==> src/rtl/cmdparse.sv <==
// cmdparse: turns a raw host byte stream into CRC-checked request strobes,
// counting corrupt and timed-out frames.
module cmdparse #(
  parameter logic [7:0]  SYNC_BYTE = 8'h7E,
  parameter logic [15:0] TIMEOUT   = 16'd20000
) (
  input  logic        clk,
  input  logic        rst,
  input  logic [7:0]  rx_data,
  input  logic        rx_stb,
  output logic        req_stb,
  output logic [5:0]  req_seq,
  output logic        req_we,
  output logic [15:0] req_adr,
  output logic [7:0]  req_dat,
  output logic [7:0]  err_count,
  output logic        busy
);
  typedef enum logic [2:0] {ST_HUNT, ST_HDR, ST_ADRH, ST_ADRL, ST_DAT, ST_CRC} state_t;

  state_t      r_state, w_next;
  logic [7:0]  r_crc, w_crc;
  logic [15:0] r_idle;
  logic        r_sh_we;
  logic [5:0]  r_sh_seq;
  logic [15:0] r_sh_adr;
  logic [7:0]  r_sh_dat;
  logic        r_req_stb, r_req_we, r_busy;
  logic [5:0]  r_req_seq;
  logic [15:0] r_req_adr;
  logic [7:0]  r_req_dat, r_err;
  logic        w_good, w_bad, w_timeout;

  function automatic logic [7:0] crc8(input logic [7:0] c, input logic [7:0] d);
    logic [7:0] x;
    x = c ^ d;
    for (int i = 0; i < 8; i++) x = x[7] ? ({x[6:0], 1'b0} ^ 8'h07) : {x[6:0], 1'b0};
    return x;
  endfunction

  always_comb begin
    w_crc     = crc8(r_crc, rx_data);
    w_good    = rx_stb && r_state == ST_CRC && rx_data == r_crc;
    w_bad     = rx_stb && r_state == ST_CRC && rx_data != r_crc;
    w_timeout = !rx_stb && r_state != ST_HUNT && r_idle == TIMEOUT - 16'd1;
    w_next    = r_state;
    if (rx_stb) begin
      case (r_state)
        ST_HUNT: w_next = (rx_data == SYNC_BYTE) ? ST_HDR : ST_HUNT;
        ST_HDR:  w_next = ST_ADRH;
        ST_ADRH: w_next = ST_ADRL;
        ST_ADRL: w_next = ST_DAT;
        ST_DAT:  w_next = ST_CRC;
        default: w_next = ST_HUNT;
      endcase
    end else if (w_timeout) begin
      w_next = ST_HUNT;
    end
  end

  always_ff @(posedge clk) begin
    if (rst) begin
      r_state   <= ST_HUNT;
      r_busy    <= 1'b0;
      r_idle    <= '0;
      r_crc     <= '0;
      r_sh_we   <= 1'b0;
      r_sh_seq  <= '0;
      r_sh_adr  <= '0;
      r_sh_dat  <= '0;
      r_req_stb <= 1'b0;
      r_req_we  <= 1'b0;
      r_req_seq <= '0;
      r_req_adr <= '0;
      r_req_dat <= '0;
      r_err     <= '0;
    end else begin
      r_state   <= w_next;
      r_busy    <= w_next != ST_HUNT;
      r_idle    <= (rx_stb || r_state == ST_HUNT || w_timeout) ? 16'd0 : r_idle + 16'd1;
      r_crc     <= (r_state == ST_HUNT) ? 8'h00 : (rx_stb ? w_crc : r_crc);
      if (rx_stb && r_state == ST_HDR) {r_sh_we, r_sh_seq} <= {rx_data[7], rx_data[5:0]};
      if (rx_stb && r_state == ST_ADRH) r_sh_adr[15:8] <= rx_data;
      if (rx_stb && r_state == ST_ADRL) r_sh_adr[7:0] <= rx_data;
      if (rx_stb && r_state == ST_DAT) r_sh_dat <= rx_data;
      r_req_stb <= w_good;
      if (w_good) begin
        r_req_we  <= r_sh_we;
        r_req_seq <= r_sh_seq;
        r_req_adr <= r_sh_adr;
        r_req_dat <= r_sh_dat;
      end
      if ((w_bad || w_timeout) && r_err != 8'hFF) r_err <= r_err + 8'd1;
    end
  end

  assign req_stb   = r_req_stb;
  assign req_seq   = r_req_seq;
  assign req_we    = r_req_we;
  assign req_adr   = r_req_adr;
  assign req_dat   = r_req_dat;
  assign err_count = r_err;
  assign busy      = r_busy;
endmodule

==> config.mk <==
export PLATFORM = sky130hd
export DESIGN_NAME = cmdparse
export DESIGN_NICKNAME = d
export VERILOG_FILES = /design/src/rtl/cmdparse.sv
export SDC_FILE = /design/constraint.sdc
export NUM_CORES = 1
export LEC_CHECK = 0
export BUFFER_PORTS_ARGS = -buffer_cell sky130_fd_sc_hd__buf_2
export CAP_MARGIN = 15
export CORE_UTILIZATION = 40
export CTS_BUF_LIST = sky130_fd_sc_hd__clkbuf_16
export DETAILED_ROUTE_END_ITERATION = 10
export GPL_TIMING_DRIVEN = 0
export PLACE_DENSITY = 0.66
export SETUP_SLACK_MARGIN = 0.4
export SYNTH_ARGS = -nofsm -noshare
export SYNTH_HDL_FRONTEND = slang
export SYNTH_SLANG_ARGS = --single-unit
==> constraint.sdc <==
create_clock -name clk -period 4.1 [get_ports clk]
set_input_delay 0.615 -clock clk [delete_from_list [all_inputs] [get_ports clk]]
set_output_delay 0.615 -clock clk [all_outputs]
set_load 0.05 [all_outputs]
==> results list <==
- Remaining global-route overflow: 0
- The count of final max-slew check failures is 0.
* Crit path kind: input pin to register
* Length in cells of the worst reg-to-reg path: 8
* DR iter-0 viols: 162
* Total length of routed wires: 8870 um
- Total via count in the routed design: 3,334
- Number of placed cells counting well taps: 648
* Max stage delay cell, worst path: sky130_fd_sc_hd__clkbuf_1
- Clock-pin slew was measured on the worst setup and hold paths at 70 ps.
- Synth-to-Final Area Change: 17.2%
* Fraction of final layout cells with drive strength greater than 1: 0.142
- Unrepaired setup endpoints after global routing: no
- The root buffer cell chosen for the clock tree is sky130_fd_sc_hd__clkbuf_16.
* Slack of the worst reg-to-reg path: 1780 ps
* Via count of the first global-routing pass: 3,026
* Flip-flop and latch count after synthesis: 99
- Once layout is complete, the utilization of the core stands at 0.486.
- STA puts the critical path data required time at 4380 ps.
- Max IR drop VDD: 0.165 mV
- Maximum buffer depth of the clock tree: 2
* Number of hold buffers added after cts: 0
* Final #Nets: 542
- Total negative slack for setup checks: 0 ps
- # diodes: 0
- Entering global routing, the biggest net connects 17 pins.
* Final setup slack of the worst path: 1530 ps
- For this design the top-level I/O count stands at 52.
- The flow ran to the end, and the final reports show no timing, DRC or antenna violations.
* Net count of the mapped netlist: 483
* Sequential cell area: 1980 um^2
- After detailed routing, the average wire length per cell comes to 13.4 um.
- The worst hold path passes through 2 cells.
- Across the routed clock network, the largest skew measured is 8.15 ps.
- Time the worst path needs with I/O delays and setup: 2570 ps
- CP Capture Point: req_adr[10]
* Floorplan die width: 103 um
* Final non-filler cell total: 663
* Cell area after technology mapping: 4050 um^2
* Number of iterations in the first detailed-routing pass: 5
* Fill cell total of the finished layout: 956
- Dividing total power by cell area gives a power density of 395 nW/um^2.
* CTS tree: built
- Dividing the detail-routed via count by the number of cells gives 5.03.
- Of the synthesized area, sequential elements account for 0.490.
- Measured along the y axis, the die boundary spans 103 um.
- CP Launch Point: rx_data[2]
- Summed over all nets, the half-perimeter wirelength after detailed placement is 6220 um.
- Number of violations of the max-capacitance limit: 0
- Total power consumption of the routed design: 1.87 mW
- Setup violations remaining at the end of the flow were counted as 0.
- With fillers left out, the area of the finished cells amounts to 4750 um^2.
* Post-Route Hold Slack: 450 ps
* Antenna violations before repair: 0
* Most frequent standard cell in the layout excluding fill and tap cells: sky130_fd_sc_hd__nand2_1
- In this run the number of H-tree levels came out at 3.
- In this run the core area contains 36 standard-cell rows.
- Per-instance average area after synthesis: 8.67 um^2
- Startpoint of the worst-slack reg-to-reg timing path: r_crc[5]
* Worst max-slew margin expressed relative to the limit: 0.330
- After detailed placement, the total cell area comes to 4450 um^2.
* Hold path startpoint: req_adr[6]
- Pin slew with the least headroom to its limit: 1000 ps
- In the synthesized netlist, the number of instances is 467.
* Crit end category: register
- In this run the standard cell core region covers 9770 um^2.
* Capture instance of the worst register-to-register path: req_adr[10]
* RD Place Congestion: 0.765
* Worst min-delay path class: register to register
- Data arrival time of the critical path: 2840 ps
* Highest-count cells in the layout ignoring fill and taps: sky130_fd_sc_hd__nand2_1 (104), sky130_fd_sc_hd__dfxtp_1 (99), sky130_fd_sc_hd__a21oi_1 (52)
- Of all nets on the critical path, the largest fanout is 10.
- Global-route usage over all layers: 0.177
* Count of buffers from port buffering: 48
* Final critical-path share of the clock period: 0.626
* Final Hold Violating Endpoints: 0
- Clock Sinks: 99
- Die Footprint: 10,500 um^2
- Clock latency on the worst-skew pair, taken at its later pin, is 350 ps.
- CP Cell Sequence: clkbuf_1, xnor2_1, ha_1, and3_1, and3_1, nor2b_1, clkbuf_1, nand2_1, a21oi_1
- In this run the post-CTS setup repair buffer count came out at 0.
- The number of gates resized after CTS was 0.
* ANT nets after route: 0
- Yosys warns: 0
- Area used by multi-input combinational logic: 1930 um^2
* Crit path launch type: input pin
- DRC viols: 0
* Distinct cell type count of the synthesized netlist: 40
- TritonCTS created 9 clock buffers.
- Post-placement worst setup slack: 1190 ps
- Timing-limited maximum frequency: 390 MHz
- On the worst path, the slowest cell contributes a delay of 420 ps.
- For this configuration, the core starts out at a cell density of 0.414.
* Leakage power: 1.74 nW
- The first global-routing pass estimated 14,300 um of wire.
==> logic make-up after synthesis <==
group / count (synthesis) / share of synthesized area
AO/OA/AOI/OAI: 72 / 0.106
XOR/XNOR: 36 / 0.0853
adder cells (fa/ha/maj): 5 / 0.0155
buffers and inverters: 35 / 0.0334
flip-flops: 99 / 0.490
multiplexers: 18 / 0.0445
AND/OR/NAND/NOR: 202 / 0.226
==> routing by layer <==
| layer | share of wire | track usage |
|---|---|---|
| met5 | 0 | 0 |
| met4 | 0.027 | 0.0934 |
| met3 | 0.029 | 0.0251 |
| met2 | 0.47 | 0.288 |
| met1 | 0.47 | 0.228 |
==> power by group <==
group          internal (mW)  switching (mW)
Clock                  0.473           0.365
Combinational         0.0274          0.0465
Sequential             0.961        0.000117
Total                   1.46           0.412
==> flip-flops by register name, indices dropped and copies added (netlist names) <==
name       cells
r_state        3
req_adr       16
r_crc          8
r_sh_dat       8
req_stb        1
req_seq        6
req_dat        8
r_sh_we        1
r_sh_adr      16
r_idle        16
req_we         1
r_sh_seq       6
err_count      8
busy           1
==> how the worst min path moves through the flow <==
stage                  end  slack [ps]
3_3_place_gp     r_idle[0]         440
3_5_place_dp   req_adr[14]         440
5_1_grt         req_dat[3]         480
6_report        req_adr[6]         450
4_1_cts         req_dat[5]         460
2_1_floorplan    r_idle[0]         430
==> cells in the mapped netlist <==
master	n	area, um^2
sky130_fd_sc_hd__nand2_1	104	390
sky130_fd_sc_hd__dfxtp_1	99	1980
sky130_fd_sc_hd__inv_1	6	22.5
sky130_fd_sc_hd__o21ai_0	3	15.0
sky130_fd_sc_hd__nand2b_1	2	12.5
sky130_fd_sc_hd__xor2_1	14	123
sky130_fd_sc_hd__nor4_2	1	12.5
sky130_fd_sc_hd__or3b_2	2	17.5
sky130_fd_sc_hd__o31ai_1	5	37.5
sky130_fd_sc_hd__nor2b_1	3	18.8
sky130_fd_sc_hd__a21oi_1	52	260
sky130_fd_sc_hd__nor4b_2	1	15.0
sky130_fd_sc_hd__nand3b_1	2	15.0
sky130_fd_sc_hd__clkbuf_1	22	82.6
sky130_fd_sc_hd__a211oi_1	3	22.5
sky130_fd_sc_hd__buf_1	4	15.0
sky130_fd_sc_hd__o32a_4	1	22.5
sky130_fd_sc_hd__and3_1	10	62.6
sky130_fd_sc_hd__nor3_1	4	20.0
sky130_fd_sc_hd__and4_1	1	8.76
sky130_fd_sc_hd__or4_1	3	22.5
sky130_fd_sc_hd__nand4b_1	1	8.76
sky130_fd_sc_hd__nand4_2	1	12.5
sky130_fd_sc_hd__or2_2	1	6.26
sky130_fd_sc_hd__nor3b_1	1	7.51
sky130_fd_sc_hd__nor2_1	44	165
sky130_fd_sc_hd__a31o_2	2	17.5
sky130_fd_sc_hd__ha_1	5	62.6
sky130_fd_sc_hd__xor3_1	2	47.6
sky130_fd_sc_hd__nand3_1	14	70.1
sky130_fd_sc_hd__xnor2_1	20	175
sky130_fd_sc_hd__o41ai_1	2	17.5
sky130_fd_sc_hd__nand4bb_1	1	11.3
sky130_fd_sc_hd__nand4_1	3	18.8
sky130_fd_sc_hd__o221a_2	1	11.3
sky130_fd_sc_hd__buf_2	3	15.0
sky130_fd_sc_hd__o311ai_0	2	17.5
sky130_fd_sc_hd__mux2i_1	18	180
sky130_fd_sc_hd__a31oi_1	1	6.26
sky130_fd_sc_hd__or3_1	3	18.8
==> critical path: cells and delay by family <==
kind                       cells  cell delay (ps)
adders and majority gates      1              200
and+or+nand+nor                4              860
buffers and inverters          2              790
xor gates and xnor gates       1              240
AOI/OAI and AO/OA              1              140
==> area by class of cell <==
cell class                 instances  area share
clock inverter                     6      0.0140
buffer                            29      0.0237
inverter                           6     0.00475
clock buffer                       9      0.0475
sequential                        99       0.418
tap                              133      0.0351
timing repair buffer              48      0.0506
multi-input combinational        333       0.407
Note: power is estimated with default switching activity, not from simulation.
